## config.mk

```make
export PLATFORM = sky130hd
export DESIGN_NAME = spi_sector_sequencer
export DESIGN_NICKNAME = d
export VERILOG_FILES = /design/src/rtl/spi_sector_sequencer.sv
export SDC_FILE = /design/constraint.sdc
export NUM_CORES = 1
export LEC_CHECK = 0
export CORE_ASPECT_RATIO = 1.5
export CORE_MARGIN = 10
export CORE_UTILIZATION = 35
export CTS_BUF_LIST = sky130_fd_sc_hd__clkbuf_4 sky130_fd_sc_hd__clkbuf_8 sky130_fd_sc_hd__clkbuf_16
export DETAILED_ROUTE_END_ITERATION = 10
export SLEW_MARGIN = 20
export SYNTH_ARGS = -nofsm -noshare
export SYNTH_HDL_FRONTEND = slang
export SYNTH_SLANG_ARGS = --single-unit
export TNS_END_PERCENT = 30
```

## constraint.sdc

```tcl
create_clock -name cck -period 2.14 [get_ports cck]
set_clock_uncertainty 0.05 [all_clocks]
set_input_delay 0.214 -clock cck [delete_from_list [all_inputs] [get_ports cck]]
set_output_delay 0.214 -clock cck [all_outputs]
set_load 0.1 [all_outputs]
```

## src/rtl/spi_sector_sequencer.sv

```systemverilog
// SPI sector read sequencer: polls the card for the start token, streams
// BLOCK_LEN data bytes to a ready/valid consumer while running CRC16-CCITT,
// then fetches and checks the two CRC bytes. One byte-shifter transaction is
// outstanding at most; the shifter always transmits 0xFF.
module spi_sector_sequencer #(
  parameter int BLOCK_LEN     = 512,
  parameter int TOKEN_TIMEOUT = 1024
) (
  input  logic       cck,
  input  logic       _reset,
  input  logic       start,
  input  logic       abort,
  output logic       shift_start,
  output logic [7:0] shift_tx,
  input  logic       shift_done,
  input  logic [7:0] shift_rx,
  output logic       out_valid,
  output logic [7:0] out_data,
  input  logic       out_ready,
  output logic       busy,
  output logic       done,
  output logic       err_timeout,
  output logic       err_token,
  output logic       err_crc
);

  localparam int BW = $clog2(BLOCK_LEN) + 1;
  localparam int PW = $clog2(TOKEN_TIMEOUT) + 1;
  localparam logic [7:0] TOK_IDLE  = 8'hFF;
  localparam logic [7:0] TOK_START = 8'hFE;

  typedef enum logic [2:0] {
    IDLE,
    POLL,
    DATA,
    CRC_HI,
    CRC_LO,
    FINISH
  } state_t;

  state_t          state;
  state_t          state_nxt;
  logic            pending;
  logic [BW-1:0]   byte_cnt;
  logic [PW-1:0]   poll_cnt;
  logic [15:0]     crc;
  logic [7:0]      crc_hi;
  logic            rx_take;
  logic            accept;
  logic            last_byte;
  logic            last_poll;

  // CRC16-CCITT (poly 0x1021), MSB first, one byte per call.
  function automatic logic [15:0] crc16_byte(input logic [15:0] c, input logic [7:0] d);
    logic [15:0] r;
    r = c;
    for (int i = 7; i >= 0; i--) begin
      if (r[15] ^ d[i]) r = {r[14:0], 1'b0} ^ 16'h1021;
      else              r = {r[14:0], 1'b0};
    end
    return r;
  endfunction

  // A received byte counts only if we asked for it and the transfer is not
  // being cancelled; stale completions after abort/reset fall out here.
  assign rx_take   = shift_done & pending & ~abort;
  assign accept    = out_valid & out_ready;
  assign last_byte = (byte_cnt == BW'(BLOCK_LEN - 1));
  assign last_poll = (poll_cnt == PW'(TOKEN_TIMEOUT - 1));
  assign shift_tx  = 8'hFF;
  assign busy      = (state != IDLE);
  assign done      = (state == FINISH) & ~abort;

  // State register.
  always_ff @(posedge cck or negedge _reset) begin
    if (!_reset) state <= IDLE;
    else         state <= state_nxt;
  end

  // Next-state and shifter request decode.
  always_comb begin
    state_nxt   = state;
    shift_start = 1'b0;
    case (state)
      IDLE: begin
        if (start && !abort) state_nxt = POLL;
      end
      POLL: begin
        shift_start = !pending;
        if (rx_take) begin
          if (shift_rx == TOK_START)     state_nxt = DATA;
          else if (shift_rx == TOK_IDLE) begin
            if (last_poll) state_nxt = FINISH;
          end
          else                           state_nxt = FINISH;
        end
      end
      DATA: begin
        shift_start = !pending && !out_valid;
        if (accept && last_byte) state_nxt = CRC_HI;
      end
      CRC_HI: begin
        shift_start = !pending;
        if (rx_take) state_nxt = CRC_LO;
      end
      CRC_LO: begin
        shift_start = !pending;
        if (rx_take) state_nxt = FINISH;
      end
      FINISH: state_nxt = IDLE;
      default: state_nxt = IDLE;
    endcase
    if (abort && state != IDLE) begin
      state_nxt   = IDLE;
      shift_start = 1'b0;
    end
  end

  // Byte tracking, output holding register, counters, CRC and error flags.
  always_ff @(posedge cck or negedge _reset) begin
    if (!_reset) begin
      pending     <= 1'b0;
      out_valid   <= 1'b0;
      out_data    <= 8'h00;
      byte_cnt    <= '0;
      poll_cnt    <= '0;
      crc         <= 16'h0000;
      crc_hi      <= 8'h00;
      err_timeout <= 1'b0;
      err_token   <= 1'b0;
      err_crc     <= 1'b0;
    end else if (abort) begin
      pending   <= 1'b0;
      out_valid <= 1'b0;
    end else begin
      if (shift_start)     pending <= 1'b1;
      else if (shift_done) pending <= 1'b0;
      case (state)
        IDLE: begin
          if (start) begin
            err_timeout <= 1'b0;
            err_token   <= 1'b0;
            err_crc     <= 1'b0;
            crc         <= 16'h0000;
            byte_cnt    <= '0;
            poll_cnt    <= '0;
          end
        end
        POLL: begin
          if (rx_take) begin
            if (shift_rx == TOK_IDLE) begin
              poll_cnt <= poll_cnt + PW'(1);
              if (last_poll) err_timeout <= 1'b1;
            end else if (shift_rx != TOK_START) begin
              err_token <= 1'b1;
            end
          end
        end
        DATA: begin
          if (rx_take) begin
            out_data  <= shift_rx;
            out_valid <= 1'b1;
          end
          if (accept) begin
            out_valid <= 1'b0;
            crc       <= crc16_byte(crc, out_data);
            byte_cnt  <= byte_cnt + BW'(1);
          end
        end
        CRC_HI: begin
          if (rx_take) crc_hi <= shift_rx;
        end
        CRC_LO: begin
          if (rx_take && ({crc_hi, shift_rx} != crc)) err_crc <= 1'b1;
        end
        default: ;
      endcase
    end
  end

endmodule
```

==> results.md <==
- Hold Path Class: in2async
- Cell variety after synth: 47
- Lkg Pwr: 2.051 nW
- Outcome: complete, no violations
- HPWL after DPL: 6236 um
- Die Span Y: 138.2 um
- Crit end category: output pin
- Part of the power in registers: 31.8%
- Top Metal Used: met4
- Die area: around 14000 um^2
- Fin crit period: 2.098 ns
- Syn Area/Cell: ~11 um^2
- Initial antenna violation count: 0
- Worst-Margin Slew: 0.5695 ns
- Main synth FF type: dfrtp_1
- Share of layout cells above drive strength 1: about 28%
- Met3 WL: 280 um
- Initial DRC Count: 126
- Area Overhead vs Synth: 31.81%
- Met1 WL: 3415 um
- Slowest-stage cell, CP: dfrtp_2
- Power density over the cells: around 960 nW/um^2
- Period utilisation layout: approximately 100%
- Yosys reg bits: between 60 and 70
- Slack of the worst reg-to-reg path: roughly 0.080 ns
- Final setup fails: 0
- IO Pins: 37
- Achievable frequency: 476.7 MHz
- CTS sink cnt: 61
- Row count: 43
- GP Congestion: 0.8820
- CTS root buf: clkbuf_16
- Clock power frac: 36.1%
- Kind of critical path: reg2out
- Worst VDD drop: 0.0005552 V
- Fin Setup TNS: 0 ns
- Rel. slew slack: 61.94%
- Reg-to-Reg End: byte_cnt[3]
- Die X: 98.81 um
- CTS max path bufs: 2
- Sequential share of the synthesized area: 46.82%
- Total Routing Usage GR: between 10 and 15%
- Most frequent cells in the layout: dfrtp_1, buf_4, xor2_1, nor2_1, xnor2_1
- CTS Buf Count: 9
- Fraction of registers with async set/reset: 100.0%
- Ant diodes: 0
- CTS tree: done
- Critical path endpoint: shift_start
- Global route total overflow: 0
- Htree depth: 3
- CP arrival: 1.83 ns
- Max Cap Viol: 0
- WL met2: 4341 um
- CP Launch Point: state[0]
- Psw: roughly 1.4 mW
- Core box area: 9200 um^2
- Crit start category: flip-flop
- Largest net degree at the start of global routing: 28
- Post-Syn Instances: between 300 and 400
- Worst path required time: about 1.9 ns
- Via count: between 2000 and 3000
- Sw Ratio: between 30% and 40%
- Worst path cell trace: or3_4 -> a211oi_4 -> buf_12
- Comb power frac: between 30% and 40%
- WL/cell: about 17 um
- DRT Pass-1 Iters: 4
- CP max stage delay: about 0.50 ns
- Yosys warnings: 0
- Hold Slack: ~0.35 ns
- Worst-Skew Late Latency: 0.33 ns
- Starting Density: 35.44%
- Post-route DRC: 0
- Clk slew on worst S/H paths: 0.05 ns
- Most common cell after layout, fill and taps aside: dfrtp_1
- First-pass GRT wire length: roughly 14000 um
- Final wirelength: slightly above 8000 um
- Post-Syn Area: around 3300 um^2
- Max Slew Vio Count: 0
- Vias in the first global route: 2792
- R2R cell count: 5
- Reg2reg start: state[0]
- Final Hold Viols: 0
- Fillers: between 800 and 900
- Final net count: slightly below 400
- Internal power: 2.693 mW
- Vias per cell: 5.170
- EDFF count, synth: 0
- IO Port Bufs: 28
- Antenna Nets Post-Route: 0
- Unrepaired setup endpoints after global routing: false
- Worst-path fanout max: 12
[final cells by class]
cell class / count / area, um^2 / area share (%)
Multi-Input combinational cell: 231 / 1685 / 39.21
Clock buffer: 12 / 260.3 / 6.055
Sequential cell: 61 / 1531 / 35.63
Clock inverter: 4 / 47.55 / 1.106
Timing Repair Buffer: 69 / 610.6 / 14.21
Inverter: 6 / 22.52 / 0.5240
Tap cell: 112 / 140.1 / 3.261
[sequential cells by signal, indices dropped and copies added (netlist names), 3 cells and up]
name	flops
crc_hi	8
out_data	8
crc	16
poll_cnt	11
state	3
byte_cnt	10
[worst max-delay path: cells and delay by family (launching register included)]
| kind | cells | cell delay, ns |
|---|---|---|
| compound gates | 1 | 0.30 |
| buf+inv | 1 | 0.21 |
| flops | 1 | 0.50 |
| simple gates | 1 | 0.48 |
[routing by layer]
layer	vias to the layer above	GRT usage, %
li1	1230	-
met1	1255	13.44
met2	54	21.29
met3	20	2.793
met4	0	6.813
met5	-	0
[kinds of logic after synthesis]
logic type | synth area share (%)
other | 0.1150
adder cells (fa/ha/maj) | 0.7673
flip-flops | 46.81
AO/OA/AOI/OAI | 12.82
AND/OR/NAND/NOR | 16.69
multiplexers | 5.526
buffers and inverters | 3.837
XOR/XNOR | 13.43
[Yosys cell counts (all sizes together) (6+ instances only)]
library cell | instances | area, um^2
nor3 | 8 | 45.04
a21oi | 13 | 65.06
nand4 | 8 | 50.05
dfrtp | 61 | 1526
xnor2 | 18 | 157.7
xor2 | 32 | 280.3
o21ai | 9 | 45.04
nor2 | 24 | 90.09
nand2 | 17 | 66.32
nand3 | 10 | 50.05
mux2 | 16 | 180.2
inv | 6 | 22.52
nor4 | 8 | 65.06
a22o | 17 | 148.9
buf | 13 | 83.83
[stage by stage]
stage          worst slack (ns)  power [mW]  cells  instance area (um^2)  utilization, %
6_report                0.04243       4.134    495                  4298           46.72
5_1_grt                0.001761       4.298    495                  4298           46.72
4_1_cts                 0.02399       4.143    494                  4274           46.46
3_5_place_dp            -0.2656       2.609    477                  3936           42.79
3_3_place_gp            -0.2661       2.593    477                  3936           42.79
2_1_floorplan           -0.2548       2.134    316                  3309               -
[what timing repair did]
| item | 4_1_cts | 5_1_grt |
|---|---|---|
| endpoints found under the setup margin | 3 | 2 |
| hold buffers | 1 | 0 |
| pin swaps | 0 | 1 |
| buffers inserted | 0 | 1 |
| hold endpoints to repair | 21 | 0 |
| gates resized for setup | 6 | 4 |
[how the worst min path moves through the flow]
stage	cells past startpoint	endpoint	slack (ns)	from
2_1_floorplan	0	byte_cnt[0]	-0.13	_reset
3_3_place_gp	1	err_timeout	0.19	_reset
3_5_place_dp	1	byte_cnt[5]	0.18	_reset
4_1_cts	2	byte_cnt[6]	0.38	_reset
5_1_grt	2	err_timeout	0.42	_reset
6_report	2	byte_cnt[6]	0.35	_reset
[power groups by stage]
stage	combinational (mW)	clock [mW]	sequential, mW
3_5_place_dp	1.29	0	1.32
4_1_cts	1.32	1.52	1.31
5_1_grt	1.41	1.57	1.32
6_report	1.33	1.49	1.31
2_1_floorplan	0.774	0	1.36
3_3_place_gp	1.28	0	1.32
Note: power is estimated with default switching activity, not from simulation.
